## src/rtl/uart_pkg.sv

```systemverilog
// ---------------------------------------------------------------------------
// uart_pkg
// Shared UART definitions used by the receive port, the transmit path and the
// CU address decode.
//   uart_rx_state_t  : receiver FSM state encoding
//   UART_DATA_BITS   : data bits per frame
//   UART_IO_ADDR     : memory-mapped UART data address (LOAD = rx, STORE = tx)
//   uart_even_parity : even-parity bit for a data byte
// ---------------------------------------------------------------------------
package uart_pkg;

    localparam int unsigned UART_DATA_BITS = 8;
    localparam logic [7:0]  UART_IO_ADDR   = 8'hFE;

    typedef enum logic [2:0] {
        StIdle,
        StStart,
        StData,
        StStop,
        StParity
    } uart_rx_state_t;

    // Bit value that makes the total number of ones (data + parity) even.
    function automatic logic uart_even_parity(input logic [UART_DATA_BITS-1:0] data);
        return ^data;
    endfunction

endpackage

```

## src/rtl/uart_baud_cnt.sv

```systemverilog
// ---------------------------------------------------------------------------
// uart_baud_cnt
// Free-running bit-period counter shared by the UART receive and transmit
// paths. Counts up by one per clock from 0; the owner clears it at bit
// boundaries.
// Ports:
//   clk   in   system clock
//   reset in   synchronous active-high reset (count -> 0)
//   clear in   force the count to 0 on the next edge
//   half  out  count == CLKS_PER_BIT/2 - 1 (mid-bit point from a start edge)
//   full  out  count == CLKS_PER_BIT - 1   (one whole bit period elapsed)
// ---------------------------------------------------------------------------
module uart_baud_cnt #(
    parameter int unsigned CLKS_PER_BIT = 16
) (
    input  logic clk,
    input  logic reset,
    input  logic clear,
    output logic half,
    output logic full
);

    localparam int unsigned CntW = $clog2(CLKS_PER_BIT);

    logic [CntW-1:0] cnt_q;

    always_ff @(posedge clk) begin
        if (reset || clear) begin
            cnt_q <= '0;
        end else begin
            cnt_q <= cnt_q + CntW'(1);
        end
    end

    always_comb begin
        half = (cnt_q == CntW'(CLKS_PER_BIT / 2 - 1));
        full = (cnt_q == CntW'(CLKS_PER_BIT - 1));
    end

endmodule

```

## src/rtl/uart_rx_port.sv

```systemverilog
// ---------------------------------------------------------------------------
// uart_rx_port
// UART receiver for the Mini-CPU. Deserialises 8N1 frames (8E1 when built with
// UART_RX_PARITY_EN defined) from rx into a one-byte holding register that the
// CU consumes with rx_read on LOAD from UART_IO_ADDR.
// CLKS_PER_BIT must be at least 4.
// Ports:
//   clk         in   system clock, posedge
//   reset       in   synchronous active-high reset
//   rx          in   asynchronous serial line, idle high
//   rx_read     in   strobe: consume the holding byte
//   err_clr     in   strobe: clear the sticky error flags
//   rx_data     out  holding register (LSB received first)
//   rx_valid    out  holding register holds an unread byte
//   rx_busy     out  frame in progress
//   parity_err  out  sticky even-parity mismatch (UART_RX_PARITY_EN only)
//   framing_err out  sticky: stop bit sampled low
//   overrun     out  sticky: frame completed while rx_valid was already set
// ---------------------------------------------------------------------------
module uart_rx_port
    import uart_pkg::*;
#(
    parameter int unsigned CLK_FREQ     = 50_000_000,
    parameter int unsigned BAUD         = 9600,
    parameter int unsigned CLKS_PER_BIT = CLK_FREQ / BAUD
) (
    input  logic       clk,
    input  logic       reset,
    input  logic       rx,
    input  logic       rx_read,
    input  logic       err_clr,
    output logic [7:0] rx_data,
    output logic       rx_valid,
    output logic       rx_busy,
`ifdef UART_RX_PARITY_EN
    output logic       parity_err,
`endif
    output logic       framing_err,
    output logic       overrun
);

    // Input synchroniser plus edge-detect delay; all idle-high after reset so
    // reset itself never looks like a start edge.
    logic rx_meta, rx_s, rx_d;

    always_ff @(posedge clk) begin
        if (reset) begin
            rx_meta <= 1'b1;
            rx_s    <= 1'b1;
            rx_d    <= 1'b1;
        end else begin
            rx_meta <= rx;
            rx_s    <= rx_meta;
            rx_d    <= rx_s;
        end
    end

    uart_rx_state_t state_q, state_d;

    logic cnt_clear, cnt_half, cnt_full;

    uart_baud_cnt #(
        .CLKS_PER_BIT(CLKS_PER_BIT)
    ) u_baud_cnt (
        .clk  (clk),
        .reset(reset),
        .clear(cnt_clear),
        .half (cnt_half),
        .full (cnt_full)
    );

    logic [2:0]                bit_idx_q;
    logic [UART_DATA_BITS-1:0] shift_q;
    logic [7:0]                rx_data_q;
    logic                      rx_valid_q;
    logic                      framing_err_q;
    logic                      overrun_q;

    logic fall_edge, last_bit;
    logic start_ok, data_sample, stop_sample, frame_done;

    assign fall_edge = rx_d & ~rx_s;
    assign last_bit  = (bit_idx_q == 3'(UART_DATA_BITS - 1));

`ifdef UART_RX_PARITY_EN
    logic par_sample;
    logic parity_bad_q;
    logic parity_err_q;
`endif

    // State register.
    always_ff @(posedge clk) begin
        if (reset) begin
            state_q <= StIdle;
        end else begin
            state_q <= state_d;
        end
    end

    // Next-state logic.
    always_comb begin
        state_d = state_q;
        case (state_q)
            StIdle: begin
                if (fall_edge) state_d = StStart;
            end
            StStart: begin
                // A start bit that is no longer low at mid-bit is a glitch.
                if (cnt_half) state_d = rx_s ? StIdle : StData;
            end
            StData: begin
                if (cnt_full && last_bit) begin
`ifdef UART_RX_PARITY_EN
                    state_d = StParity;
`else
                    state_d = StStop;
`endif
                end
            end
`ifdef UART_RX_PARITY_EN
            StParity: begin
                if (cnt_full) state_d = StStop;
            end
`endif
            StStop: begin
                if (cnt_full) state_d = StIdle;
            end
            default: state_d = StIdle;
        endcase
    end

    // Output / strobe decode.
    always_comb begin
        cnt_clear   = 1'b0;
        start_ok    = 1'b0;
        data_sample = 1'b0;
        stop_sample = 1'b0;
        rx_busy     = 1'b1;
`ifdef UART_RX_PARITY_EN
        par_sample  = 1'b0;
`endif
        case (state_q)
            StIdle: begin
                // Holding the count at 0 makes START begin counting from 0.
                cnt_clear = 1'b1;
                rx_busy   = 1'b0;
            end
            StStart: begin
                if (cnt_half) begin
                    cnt_clear = 1'b1;
                    start_ok  = ~rx_s;
                end
            end
            StData: begin
                if (cnt_full) begin
                    cnt_clear   = 1'b1;
                    data_sample = 1'b1;
                end
            end
`ifdef UART_RX_PARITY_EN
            StParity: begin
                if (cnt_full) begin
                    cnt_clear  = 1'b1;
                    par_sample = 1'b1;
                end
            end
`endif
            StStop: begin
                if (cnt_full) begin
                    cnt_clear   = 1'b1;
                    stop_sample = 1'b1;
                end
            end
            default: rx_busy = 1'b0;
        endcase
    end

`ifdef UART_RX_PARITY_EN
    assign frame_done = stop_sample & rx_s & ~parity_bad_q;
`else
    assign frame_done = stop_sample & rx_s;
`endif

    // Datapath: shift register, holding register and sticky flags.
    always_ff @(posedge clk) begin
        if (reset) begin
            bit_idx_q     <= '0;
            shift_q       <= '0;
            rx_data_q     <= '0;
            rx_valid_q    <= 1'b0;
            framing_err_q <= 1'b0;
            overrun_q     <= 1'b0;
`ifdef UART_RX_PARITY_EN
            parity_bad_q  <= 1'b0;
            parity_err_q  <= 1'b0;
`endif
        end else begin
            if (start_ok) begin
                bit_idx_q <= '0;
`ifdef UART_RX_PARITY_EN
                parity_bad_q <= 1'b0;
`endif
            end

            if (data_sample) begin
                shift_q[bit_idx_q] <= rx_s;
                bit_idx_q          <= bit_idx_q + 3'd1;
            end

            // Clear first so a same-cycle set below takes precedence.
            if (err_clr) begin
                framing_err_q <= 1'b0;
                overrun_q     <= 1'b0;
`ifdef UART_RX_PARITY_EN
                parity_err_q  <= 1'b0;
`endif
            end

`ifdef UART_RX_PARITY_EN
            if (par_sample && (uart_even_parity(shift_q) != rx_s)) begin
                parity_bad_q <= 1'b1;
                parity_err_q <= 1'b1;
            end
`endif

            if (stop_sample && !rx_s) begin
                framing_err_q <= 1'b1;
            end

            if (frame_done) begin
                // A read in the completion cycle frees the register for the new byte.
                if (!rx_valid_q || rx_read) begin
                    rx_data_q  <= shift_q;
                    rx_valid_q <= 1'b1;
                end else begin
                    overrun_q <= 1'b1;
                end
            end else if (rx_read && rx_valid_q) begin
                rx_valid_q <= 1'b0;
            end
        end
    end

    assign rx_data     = rx_data_q;
    assign rx_valid    = rx_valid_q;
    assign framing_err = framing_err_q;
    assign overrun     = overrun_q;
`ifdef UART_RX_PARITY_EN
    assign parity_err  = parity_err_q;
`endif

endmodule

```

## config.mk

```make
export PLATFORM = sky130hd
export DESIGN_NAME = uart_rx_port
export DESIGN_NICKNAME = d
export VERILOG_FILES = /design/src/rtl/uart_pkg.sv /design/src/rtl/uart_baud_cnt.sv /design/src/rtl/uart_rx_port.sv
export SDC_FILE = /design/constraint.sdc
export NUM_CORES = 1
export LEC_CHECK = 0
export ABC_AREA = 0
export CORE_UTILIZATION = 24
export CTS_CLUSTER_SIZE = 8
export DETAILED_ROUTE_END_ITERATION = 7
export DONT_BUFFER_PORTS = 1
export PLACE_DENSITY = 0.45
export SYNTH_ARGS = -nofsm -noshare
export SYNTH_HDL_FRONTEND = slang
export SYNTH_SLANG_ARGS = --single-unit
```

## constraint.sdc

```tcl
create_clock -name clk -period 1.7 [get_ports clk]
set_clock_uncertainty 0.1 [all_clocks]
set_input_delay 0.425 -clock clk [delete_from_list [all_inputs] [get_ports clk]]
set_output_delay 0.425 -clock clk [all_outputs]
set_load 0.005 [all_outputs]
```

# After elaboration in Yosys (flattened, before gate mapping)
# Cells that the tools add are included.
# W data, S select, Z words.
# totals
ff_bits	41
latchBits	0
mem_bits_rw	0
mem_bits_ro	0
out_inout_bits	12
wordCells	73
n_memories	0
# op_classes
addsub	2
n_mul	0
n_div	0
magnitude_cmp	2
eq_ne	11
shifts	0
n_mux	27
bitwise_logic	3
n_reduce_logical	17
# op_table
op	n
$mux W3	6
$mux W1	16
$add A13 B1 Y13 const B	1
$eq A13 B12 Y1 const B	1
$eq A13 B13 Y1 const B	1
$pmux W3 S4	1
$bwmux W8	1
$ne A2 B2 Y1 const B	4
$eq A3 B2 Y1 const B	2
$reduce_bool A2 Y1	3
$logic_and A1 B1 Y1	4
$lt A3 B4 Y1 const B	1
$reduce_and A2 Y1	2
$reduce_and A4 Y1	1
$add A3 B1 Y3 const B	1
$demux W1 S3	1
$eq A3 B1 Y1 const B	1
$eq A3 B3 Y1 const B	1
$ge A3 B1 Y1 const B	1
$logic_not A3 Y1	1
$pmux W1 S3	1
$reduce_or A3 Y1	1
$and A1 B1 Y1	2
$logic_not A1 Y1	2
5 further kinds	6

# Depth between registers and ports, before layout
# logic_depth
word_depth	6
ltp_mapped	6

# Modules after synthesis
# From an unflattened synthesis, not the netlist that was laid out.
# unflattened
cells_unflattened	200
hier_area_um2	1803.0
# modules_own_cells
mod	n_inst	cells_each	area_each_um2
uart_rx_port	1	127	1171.1
uart_baud_cnt	1	73	631.9

# Worst setup path after synthesis
# No wires, ideal clock.
# synth_timing
path_type	register -> register
startpoint	register u_baud_cnt.cnt_q[0]
endpoint	register shift_q[0]
setup_ns	0.135
arrival_ns	1.519
required_time_ns	1.465
path_slack_ns	-0.054
path_stages_with_launch	6
n_path_buf	0
synth_period_minus_slack_ns	1.754
cell_sequence	dfxtp_1 -> ha_1 -> nor3b_4 -> nand4_1 -> o311ai_0 -> o41ai_1
# synth_via
elab_chain_cells	3
# synth_lines
element	line	source
from (decl)	uart_baud_cnt.sv:25	logic [CntW-1:0] cnt_q;
from (signal assigned)	uart_baud_cnt.sv:31	cnt_q <= cnt_q + CntW'(1);
$eq A13 B13 Y1	uart_baud_cnt.sv:37	full = (cnt_q == CntW'(CLKS_PER_BIT - 1));
$mux W1	uart_rx_port.sv:155	if (cnt_full) begin
$mux W1	uart_rx_port.sv:142	case (state_q)
to (signal, indexed assignment)	uart_rx_port.sv:206	shift_q[bit_idx_q] <= rx_s;
to (decl)	uart_rx_port.sv:73	logic [UART_DATA_BITS-1:0] shift_q;
# Every way passes these cells.
# A chain may end at the register's enable or synchronous reset.

# Worst setup path after layout
# layout_timing
startpoint	register u_baud_cnt.cnt_q[0]
endpoint	register u_baud_cnt.cnt_q[6]
# layout_via
elab_chain_cells	4
word_cells_on_any_way	7
classes_between	1 x add/sub; 2 x eq/ne; 3 x mux; 1 x reduce/logical
# layout_lines
element
branches (longest 4 deep; another with $add A13 B1 Y13)
# Several ways; the timed one is not identified.

==> impl_metrics.py <==
metrics = {
    "layout": {
        "nNetsFinal": 226,
        "drive_above_1_share_pct": 26.9,
        "fin_util_pct": 31.0,
        "n_antenna_cell": 0,
        "syn_to_final_growth_pct": 23.3,
    },
    "global_route": {
        "grt_max_degree": 22,
        "grt_use_total_pct": 10.5,
        "antenna_found_initial": 0,
        "grt_first_pass_wirelength_um": 6830,
        "first_global_vias": 1393,
        "grt_overflow_total": 0,
    },
    "power": {
        "p_switching_w": 0.000374,
        "switching_share_pct": 22.5,
        "clkPwrFrac_pct": 41.0,
        "power.leakage_nw": 0.792,
        "peakVddDrop_uv": 319,
        "finalPower_w": 0.00166,
        "p_seq_share_pct": 56.8,
        "comb_power_share_pct": 2.2,
        "cell_internal_pwr_w": 0.00129,
        "power_per_cell_area_mw_per_mm2": 730,
    },
    "floorplan": {
        "die_w_um": 89.8,
        "core_area_mm2": 0.00737,
        "rows": 31,
        "start_util_pct": 25.1,
        "die_area_mm2": 0.00807,
        "die_h_um": 89.8,
        "ios": 17,
    },
    "cts": {
        "cts_hold_buffers": 0,
        "clock_sinks": 40,
        "cts_tree": "yes",
        "ctsRootBufferMaster": "clkbuf_8",
        "clkTransAtPathRegs_ns": 0.09,
        "cts_buffers": 5,
        "clock_path_buffers": 2,
        "htreeDepth": 2,
        "clock_latency_ns": 0.30,
    },
    "synthesis": {
        "synth_top_area_cell": "dfxtp_1",
        "ys_async_sr_fraction_pct": 0,
        "synth-seq-cells": 40,
        "synthTopCellsByArea": "dfxtp_1 43%, nand4_1 5.1%, nor2_1 3.7%",
        "synth_nets": 204,
        "synth_top_family_by_area": "simple AND/OR/NAND/NOR gates",
        "synth_simple_gate_area_share_pct": 30.5,
        "synth-compound-area-share_pct": 10.3,
        "postSynthCellCount": 196,
        "synth-xor-area-share_pct": 5.21,
        "ys_seq_area_share_pct": 43.3,
        "synth_top_area_share_pct": 43.3,
        "yosys_warnings": 0,
        "muxShareOfSynthArea_pct": 3.25,
        "synth-main-ff-cell": "dfxtp_1",
        "synth-adder-area-share_pct": 2.03,
        "syn_area_per_cell_um2": 9.44,
        "ys_types": 44,
        "synth_edf_count": 0,
        "synth_area_mm2": 0.00185,
    },
    "timing": {
        "rsz0062_at_grt": "true",
        "layout_min_cycle_time_ns": 1.66,
        "post-route-period-util_pct": 97.9,
        "report.final.slew_viol_count": 0,
        "slew_headroom_pct": 69.5,
        "tightest_slew_ns": 0.451,
        "tns_ns": 0,
        "setup_ws_ns": 0.0352,
        "final_hold_viol_count": 0,
        "setup_violations": 0,
        "max_freq_ghz": 0.601,
    },
    "placement": {
        "gp_congestion": 0.707,
        "dp_hpwl_um": 2870,
        "io_buffer_count": 0,
        "dp_slack_ns": -0.0222,
    },
    "drt": {
        "drc": 0,
        "drt_iter0_drc": 71,
        "wl_per_cell_um": 13.7,
        "drtAntennaViolNets": 0,
        "wirelength_um": 4350,
        "vias": 1516,
        "vias_per_cell": 4.77,
        "drtPass1Iterations": 4,
    },
    "worst_setup_path": {
        "arrival_ns": 1.75,
        "crit_required_ns": 1.78,
        "cp-end-kind": "register",
        "worstSetupStartpointType": "register",
        "path_class": "reg2reg",
        "crit_fanout": 13,
    },
    "run_status": {
        "status": "finished clean",
    },
    "run": {
        "cap_violations": 0,
    },
    "hold_path": {
        "hp-class": "in2reg",
    },
}
[synthesized netlist by cell type, types with 2 or more instances]
cell and count:
a21oi_1 12, and2_1 2, and3_1 2, and4_1 2
and4_2 2, and4bb_2 4, buf_4 3, buf_6 2
clkbuf_1 4, clkbuf_2 2, dfxtp_1 40, ha_1 3
inv_1 3, mux2i_1 6, nand2_1 17, nand3_1 5
nand3b_1 3, nand4_1 15, nand4b_1 3, nor2_1 18
nor3_1 2, nor3b_1 2, nor4b_1 2, o21ai_0 8
o311ai_0 2, o31ai_1 2, or2_2 4, xnor2_1 5
xor2_1 6
[flip-flops by register name, summed over array words and instances (netlist names)]
| register | cells |
|---|---|
| framing_err | 1 |
| shift_q | 8 |
| rx_d | 1 |
| rx_valid | 1 |
| rx_meta | 1 |
| rx_s | 1 |
| state_q | 2 |
| overrun | 1 |
| bit_idx_q | 3 |
| u_baud_cnt.cnt_q | 13 |
| rx_data | 8 |
[critical path, cell delays in order (launching register included)]
cell      delay, ns
dfxtp_2        0.36
ha_4           0.13
nor3b_4        0.22
buf_6          0.14
nand4b_1       0.14
a32oi_2        0.24
buf_12         0.17
nor2_1         0.05
[placed cells by master, fill, tap and decap left out, drive strengths merged, types with 2 or more instances in the layout]
| master | instances |
|---|---|
| nor3b | 4 |
| mux2i | 6 |
| dfxtp | 40 |
| o31ai | 2 |
| o21ai | 8 |
| buf | 26 |
| nand4 | 16 |
| and3 | 2 |
| inv | 4 |
| nor4b | 2 |
| nand2 | 17 |
| nand3 | 5 |
| clkbuf | 6 |
| nor3 | 2 |
| nand3b | 3 |
| xnor2 | 5 |
| and2 | 2 |
| or2 | 4 |
| and4bb | 4 |
| nand4b | 3 |
| nor2 | 18 |
| o311ai | 2 |
| a21oi | 12 |
| ha | 3 |
| xor2 | 6 |
| and4 | 6 |
[cells by family after synthesis]
group	count (synthesis)
AND/OR/NAND/NOR	90
flip-flops	40
AO/OA/AOI/OAI	30
buffers and inverters	16
XOR/XNOR	11
multiplexers	6
adder cells (fa/ha/maj)	3
[area by class of cell]
type,instances,area [um2]
multi-input combinational,142,1020
timing repair buffer,26,220
fill,787,5090
sequential,40,805
tap,99,124
clock inverter,2,13.8
inverter,3,11.3
clock buffer,6,82.6
[routing by layer]
metal	GRT usage [%]	part of all wire, %	routed length, um	up-vias
met1	13.4	48	2070	723
met3	2.12	3.3	143	7
met4	4.51	1.8	77	0
met5	0	0	0	-
met2	17.1	47	2060	24
li1	-	-	-	762
[metrics by stage]
stage | cell area [um2] | std cells | hold WS (ns)
6_report | 2280 | 318 | 0.0776
5_1_grt | 2280 | 318 | 0.0700
4_1_cts | 2200 | 312 | 0.0776
3_5_place_dp | 2090 | 304 | 0.299
3_3_place_gp | 2090 | 304 | 0.297
2_1_floorplan | 1880 | 196 | 0.289
[power groups by stage]
| stage | logic, W | clock network, W | registers [W] |
|---|---|---|---|
| after CTS | 0.0000352 | 0.000702 | 0.000946 |
| after global routing | 0.0000400 | 0.000739 | 0.000947 |
| after detailed placement | 0.0000351 | 0 | 0.000968 |
| final | 0.0000367 | 0.000682 | 0.000946 |
| after floorplan | 0.0000268 | 0 | 0.000968 |
| after global placement | 0.0000351 | 0 | 0.000968 |
[final timing paths]
path | from | endpoint | slack (ns) | depth (start not counted)
min | reset | framing_err | 0.08 | 1
max reg2reg | u_baud_cnt.cnt_q[0] | u_baud_cnt.cnt_q[6] | 0.04 | 7
max | u_baud_cnt.cnt_q[0] | u_baud_cnt.cnt_q[6] | 0.04 | 7
min reg2reg | rx_meta | rx_s | 0.32 | 1
[timing repair]
item / CTS / global route
gates cloned: 0 / 3
pin swaps: 3 / 9
gates resized for setup: 3 / 11
endpoints found under the setup margin: 7 / 37
setup buffers: 0 / 3
(Power assumes the default switching activity.)
